## src/rtl/lsu_pkg.sv

```systemverilog
// lsu_pkg: shared constants, FSM encoding and helpers for the load/store unit.
//   - funct3 encodings for RV32I loads and stores
//   - FSM state type (IDLE/REQ/DONE)
//   - default bus-ack timeout counter width
//   - bus payload struct and funct3 legality / alignment helpers
package lsu_pkg;

  localparam int unsigned LSU_TIMEOUT_W = 8;

  localparam logic [2:0] F3_LB  = 3'b000;
  localparam logic [2:0] F3_LH  = 3'b001;
  localparam logic [2:0] F3_LW  = 3'b010;
  localparam logic [2:0] F3_LBU = 3'b100;
  localparam logic [2:0] F3_LHU = 3'b101;
  localparam logic [2:0] F3_SB  = 3'b000;
  localparam logic [2:0] F3_SH  = 3'b001;
  localparam logic [2:0] F3_SW  = 3'b010;

  typedef enum logic [1:0] {
    IDLE = 2'd0,
    REQ  = 2'd1,
    DONE = 2'd2
  } lsu_state_e;

  // Bus-side payload held stable for the whole REQ phase
  typedef struct packed {
    logic        we;
    logic [31:0] addr;
    logic [3:0]  wstrb;
    logic [31:0] wdata;
  } lsu_bus_t;

  // Encodings outside the RV32I load/store set
  function automatic logic f3_bad(input logic is_load, input logic [2:0] f3);
    if (is_load)
      return !(f3 == F3_LB || f3 == F3_LH || f3 == F3_LW || f3 == F3_LBU || f3 == F3_LHU);
    return !(f3 == F3_SB || f3 == F3_SH || f3 == F3_SW);
  endfunction

  // Halfword on an odd byte, or word off a word boundary
  function automatic logic misaligned(input logic [2:0] f3, input logic [1:0] off);
    case (f3[1:0])
      2'b01:   return off[0];
      2'b10:   return off != 2'b00;
      default: return 1'b0;
    endcase
  endfunction

endpackage

```

## src/rtl/lsu_align.sv

```systemverilog
// lsu_align: combinational byte-lane handling for the load/store unit.
//   Store side: i_st_funct3/i_st_off/i_st_data -> o_wdata (lane-replicated), o_wstrb
//   Load side:  i_ld_funct3/i_ld_off/i_rdata   -> o_load_data (selected, extended)
module lsu_align
  import lsu_pkg::*;
(
  input  logic [2:0]  i_st_funct3,
  input  logic [1:0]  i_st_off,
  input  logic [31:0] i_st_data,
  output logic [31:0] o_wdata,
  output logic [3:0]  o_wstrb,
  input  logic [2:0]  i_ld_funct3,
  input  logic [1:0]  i_ld_off,
  input  logic [31:0] i_rdata,
  output logic [31:0] o_load_data
);

  logic [7:0]  w_byte;
  logic [15:0] w_half;

  // Store: replicate the datum across lanes, strobe only the addressed ones
  always_comb begin
    o_wdata = i_st_data;
    o_wstrb = 4'b1111;
    case (i_st_funct3)
      F3_SB: begin
        o_wdata = {4{i_st_data[7:0]}};
        o_wstrb = 4'b0001 << i_st_off;
      end
      F3_SH: begin
        o_wdata = {2{i_st_data[15:0]}};
        o_wstrb = 4'b0011 << {i_st_off[1], 1'b0};
      end
      default: ;
    endcase
  end

  // Load: pick the addressed byte/half, then sign- or zero-extend
  always_comb begin
    w_byte = i_rdata[7:0];
    case (i_ld_off)
      2'd1:    w_byte = i_rdata[15:8];
      2'd2:    w_byte = i_rdata[23:16];
      2'd3:    w_byte = i_rdata[31:24];
      default: ;
    endcase
    w_half = i_ld_off[1] ? i_rdata[31:16] : i_rdata[15:0];
    case (i_ld_funct3)
      F3_LB:   o_load_data = {{24{w_byte[7]}}, w_byte};
      F3_LH:   o_load_data = {{16{w_half[15]}}, w_half};
      F3_LBU:  o_load_data = {24'd0, w_byte};
      F3_LHU:  o_load_data = {16'd0, w_half};
      default: o_load_data = i_rdata;
    endcase
  end

endmodule

```

## src/rtl/lsu.sv

```systemverilog
// lsu: load/store unit issuing one word-wide bus transaction per request.
//   Pipeline side: i_valid/i_load/i_store/i_funct3/i_addr/i_store_data in;
//                  o_busy (combinational stall), o_done, o_fault, o_load_data out.
//   Bus side:      o_mem_req/o_mem_we/o_mem_addr/o_mem_wstrb/o_mem_wdata out;
//                  i_mem_ack/i_mem_rdata in.
//   Clocked on the rising edge of i_clk_n; i_rst_n is async active-low.
//   Define LSU_MISALIGN_TRAP_EN to fault misaligned half/word accesses
//   instead of truncating the low address bits.
module lsu
  import lsu_pkg::*;
#(
  parameter int unsigned TIMEOUT_W = LSU_TIMEOUT_W
) (
  input  logic        i_clk_n,
  input  logic        i_rst_n,
  input  logic        i_valid,
  input  logic        i_load,
  input  logic        i_store,
  input  logic [2:0]  i_funct3,
  input  logic [31:0] i_addr,
  input  logic [31:0] i_store_data,
  output logic        o_busy,
  output logic        o_done,
  output logic [31:0] o_load_data,
  output logic        o_fault,
  output logic        o_mem_req,
  output logic        o_mem_we,
  output logic [31:0] o_mem_addr,
  output logic [3:0]  o_mem_wstrb,
  output logic [31:0] o_mem_wdata,
  input  logic        i_mem_ack,
  input  logic [31:0] i_mem_rdata
);

  lsu_state_e           r_state;
  lsu_bus_t             r_bus;
  logic [TIMEOUT_W-1:0] r_cnt;
  logic [2:0]           r_funct3;
  logic [1:0]           r_off;

  logic                 w_accept;
  logic                 w_bad;
  logic                 w_timeout;
  logic [TIMEOUT_W-1:0] w_cnt_nxt;
  logic [31:0]          w_wdata;
  logic [3:0]           w_wstrb;
  logic [31:0]          w_ld_data;

  assign w_accept = (r_state == IDLE) && i_valid && (i_load ^ i_store);

`ifdef LSU_MISALIGN_TRAP_EN
  assign w_bad = f3_bad(i_load, i_funct3) || misaligned(i_funct3, i_addr[1:0]);
`else
  assign w_bad = f3_bad(i_load, i_funct3);
`endif

  // Timeout fires on the REQ cycle that would bring the counter to all-ones
  assign w_cnt_nxt = r_cnt + TIMEOUT_W'(1);
  assign w_timeout = &w_cnt_nxt;

  assign o_busy = w_accept || (r_state == REQ);

  assign o_mem_we    = r_bus.we;
  assign o_mem_addr  = r_bus.addr;
  assign o_mem_wstrb = r_bus.wstrb;
  assign o_mem_wdata = r_bus.wdata;

  lsu_align u_align (
    .i_st_funct3 (i_funct3),
    .i_st_off    (i_addr[1:0]),
    .i_st_data   (i_store_data),
    .o_wdata     (w_wdata),
    .o_wstrb     (w_wstrb),
    .i_ld_funct3 (r_funct3),
    .i_ld_off    (r_off),
    .i_rdata     (i_mem_rdata),
    .o_load_data (w_ld_data)
  );

  // Access FSM with registered bus and completion outputs
  always_ff @(posedge i_clk_n or negedge i_rst_n) begin
    if (!i_rst_n) begin
      r_state     <= IDLE;
      r_bus       <= '0;
      r_cnt       <= '0;
      r_funct3    <= 3'd0;
      r_off       <= 2'd0;
      o_mem_req   <= 1'b0;
      o_done      <= 1'b0;
      o_fault     <= 1'b0;
      o_load_data <= 32'd0;
    end else begin
      o_done  <= 1'b0;
      o_fault <= 1'b0;
      case (r_state)
        IDLE: begin
          if (w_accept) begin
            r_funct3    <= i_funct3;
            r_off       <= i_addr[1:0];
            r_cnt       <= '0;
            o_load_data <= 32'd0;
            r_bus.we    <= i_store;
            r_bus.addr  <= {i_addr[31:2], 2'b00};
            r_bus.wstrb <= i_store ? w_wstrb : 4'b0000;
            r_bus.wdata <= i_store ? w_wdata : 32'd0;
            if (w_bad) begin
              r_state <= DONE;
              o_done  <= 1'b1;
              o_fault <= 1'b1;
            end else begin
              r_state   <= REQ;
              o_mem_req <= 1'b1;
            end
          end
        end
        REQ: begin
          if (i_mem_ack) begin
            r_state     <= DONE;
            o_mem_req   <= 1'b0;
            o_done      <= 1'b1;
            o_load_data <= r_bus.we ? 32'd0 : w_ld_data;
          end else if (w_timeout) begin
            r_state     <= DONE;
            o_mem_req   <= 1'b0;
            o_done      <= 1'b1;
            o_fault     <= 1'b1;
            o_load_data <= 32'd0;
          end else begin
            r_cnt <= w_cnt_nxt;
          end
        end
        DONE:    r_state <= IDLE;
        default: r_state <= IDLE;
      endcase
    end
  end

endmodule

```

## config.mk

```make
export PLATFORM = sky130hd
export DESIGN_NAME = lsu
export DESIGN_NICKNAME = d
export VERILOG_FILES = /design/src/rtl/lsu_pkg.sv /design/src/rtl/lsu_align.sv /design/src/rtl/lsu.sv
export SDC_FILE = /design/constraint.sdc
export NUM_CORES = 1
export LEC_CHECK = 0
export ABC_AREA = 1
export BUFFER_PORTS_ARGS = -buffer_cell sky130_fd_sc_hd__buf_2
export CAP_MARGIN = 20
export CORE_ASPECT_RATIO = 1.25
export CORE_MARGIN = 2
export CORE_UTILIZATION = 49
export DETAILED_ROUTE_END_ITERATION = 12
export GPL_ROUTABILITY_DRIVEN = 0
export PLACE_DENSITY_LB_ADDON = 0.1
export SLEW_MARGIN = 25
export SYNTH_ARGS = -nofsm -noshare
export SYNTH_HDL_FRONTEND = slang
export SYNTH_SLANG_ARGS = --single-unit
```

## constraint.sdc

```tcl
create_clock -name i_clk_n -period 2.4 [get_ports i_clk_n]
set_input_delay 0.12 -clock i_clk_n [delete_from_list [all_inputs] [get_ports i_clk_n]]
set_output_delay 0.12 -clock i_clk_n [all_outputs]
set_load 0.02 [all_outputs]
```

==> metrics.yaml <==
nFillCells: 921
max_freq_mhz: 486
insertedDiodeCount: 0
multi_input_area_sq_um: 2280
dp_hpwl_mm: 10.9
yosysSeqAreaShare_pct: 52.8
endpoint_kind: "flip-flop"
finalPower_mw: 8.07
post_cts_buffers: 0
finalNetCount: 1050
hold_ws_ns: 0.00787
cts.sinks: 117
hold_viol: 0
cap_violations: 0
final_cell_mix: "nand2_1, buf_2, dfrtp_1"
relSlewSlack_pct: 55.7
grt_overflow: 0
fin_tns_setup_ns: 0
tightest_slew_ns: 0.664
grt_start_max_net_pins: 48
dieArea_sq_um: 12200
drt_first_pass_iters: 5
synthesis.area_sq_um: 5540
ys_seq_elements: 117
min_period_over_period_pct: 85.8
rsz0062_at_grt: "false"
status: "finished, final reports clean"
leakagePower_nw: 4.33
startpoint: "r_cnt[0]"
num_vias: 5574
final_layout_size_suffix_gt1_share_pct: 29.8
path_class: "reg -> reg"
finalSetupViolations: 0
min-delay-start: "i_store_data[3]"
root_buffer: "clkbuf_16"
path_clk_slew_ns: 0.06
timing.rr.start: "r_cnt[0]"
final_common_cell: "nand2_1"
num_rows: 43
die_h_microns: 123
drtIter0Drc: 229
io_pins: 210
slew_viol_final: 0
syn_inst: 697
ctsResizeCount: 0
synth_cell_types: 32
netlist.top_cell.by_area: "dfrtp_1"
hp-class: "in -> reg"
cts_made_buffers: 17
crit_required_ns: 2.69
peakVddDrop_uv: 618
cts_htree_levels: 4
antenna_left: 0
grt_pass1_vias: 5452
finalCriticalPeriod_ns: 2.06
core_area_sq_um: 11100
cts_hold_buf: 39
cp.arrival_ns: 2.35
syn2layout_area_growth_pct: 39.7
regArea_sq_um: 2930
antenna_found_initial: 0
initial_core_util_pct: 50.0
vias_per_cell: 5.11
powerDensity_nw_per_um2: 1040
wirelength_mm: 15.8
yosysWarnings: 0
synth_area_per_cell_sq_um: 7.95
path_max_fanout: 32
grt_pass1_wl_mm: 25.4
routedWlPerCell_microns: 14.4
cts.path.max_buffers: 2
cts_tree: "yes"
netlist.area_leader.share_pct: 52.8
grt_usage_pct: 26.1
drc: 0
regToRegSetupSlack_ns: 0.34
io_buffers: 207
die_w_microns: 99.1
finalClockSkew_ns: 0.00730
synthTopCellsByArea: "dfrtp_1, nand2_1, o21ai_0"
start_kind: "flip-flop"
insertion_delay_ns: 0.41
==> per-stage QoR <==
stage | instance area (sq um) | worst slack (ns) | std cells | utilization [%]
6_report | 7740 | 0.340 | 1091 | 69.9
4_1_cts | 7740 | 0.345 | 1091 | 69.9
3_5_place_dp | 6700 | 0.364 | 1020 | 60.4
5_1_grt | 7740 | 0.177 | 1091 | 69.9
2_1_floorplan | 5550 | 0.660 | 698 | -
3_3_place_gp | 6700 | 0.499 | 1020 | 60.4
==> cell usage after synthesis, drive strengths merged <==
master,count
o31ai,17
dfrtp,117
conb,1
a21oi,20
nand2,295
inv,48
nand4,2
ha,2
clkbuf,18
o22ai,8
o21ai,51
nor3b,1
nor2,48
o2111ai,2
a211oi,1
o211ai,10
buf,14
or2,8
xor2,2
nand3,32
==> critical path, stage by stage, from the launching register on <==
cell and delay [ns]:
dfrtp_1 0.44, ha_1 0.24, nand2_1 0.10, inv_1 0.07, nor2_1 0.13, nand2_1 0.07, nor2_1 0.18, nand3_2 0.14
nand2_4 0.11, nand2_4 0.22, nand2_1 0.14, o21ai_1 0.07
==> state kept, by name, summed over array words and instances, names as in the netlist <==
register,cells
o_load_data,32
o_mem_wdata,32
o_mem_addr,30
r_cnt,8
o_mem_wstrb,4
r_funct3,3
r_off,2
r_state,2
o_done,1
o_fault,1
o_mem_req,1
o_mem_we,1
==> cell type report <==
class / instances / area share, %
flip-flops and latches: 117 / 37.8
multi-input cells: 501 / 29.5
clock inverters: 15 / 2.94
clock buffers: 17 / 5.49
repair buffers: 258 / 19.8
inverters: 48 / 2.33
well taps: 135 / 2.18
==> cell families (layout without fill, tap and decap cells) <==
group	Yosys count	after routing	share of synthesized area, %
other	1	2	0.0677
DFF	117	117	52.8
buffers and inverters	80	338	6.18
AOI/OAI and AO/OA	109	109	11.6
and+or+nand+nor	386	386	28.6
xor gates and xnor gates	2	2	0.316
adders and majority gates	2	2	0.451
==> final timing paths <==
| check | end | cells after the start |
|---|---|---|
| max | o_load_data[6] | 11 |
| min | o_mem_wdata[3] | 3 |
| max reg2reg | o_load_data[6] | 11 |
| min reg2reg | o_load_data[25] | 2 |
| max in group asynchronous | o_mem_wdata[28] | 3 |
| min in group asynchronous | r_cnt[6] | 2 |
==> metal layers <==
metal	wire, microns	GRT usage, %	part of all wire [%]
met1	6190	31.3	39
met2	7990	44.7	51
met3	1090	7.12	6.9
met4	480	10.8	3.0
met5	0	0	0
==> power breakdown <==
group	internal (mW)	switching, mW	leakage, nW	total (mW)
registers	2.47	0.325	1.53	2.79
clock network	1.85	0.942	0.314	2.79
logic	0.843	1.65	2.49	2.49
Note: power is estimated with default switching activity, not from simulation.
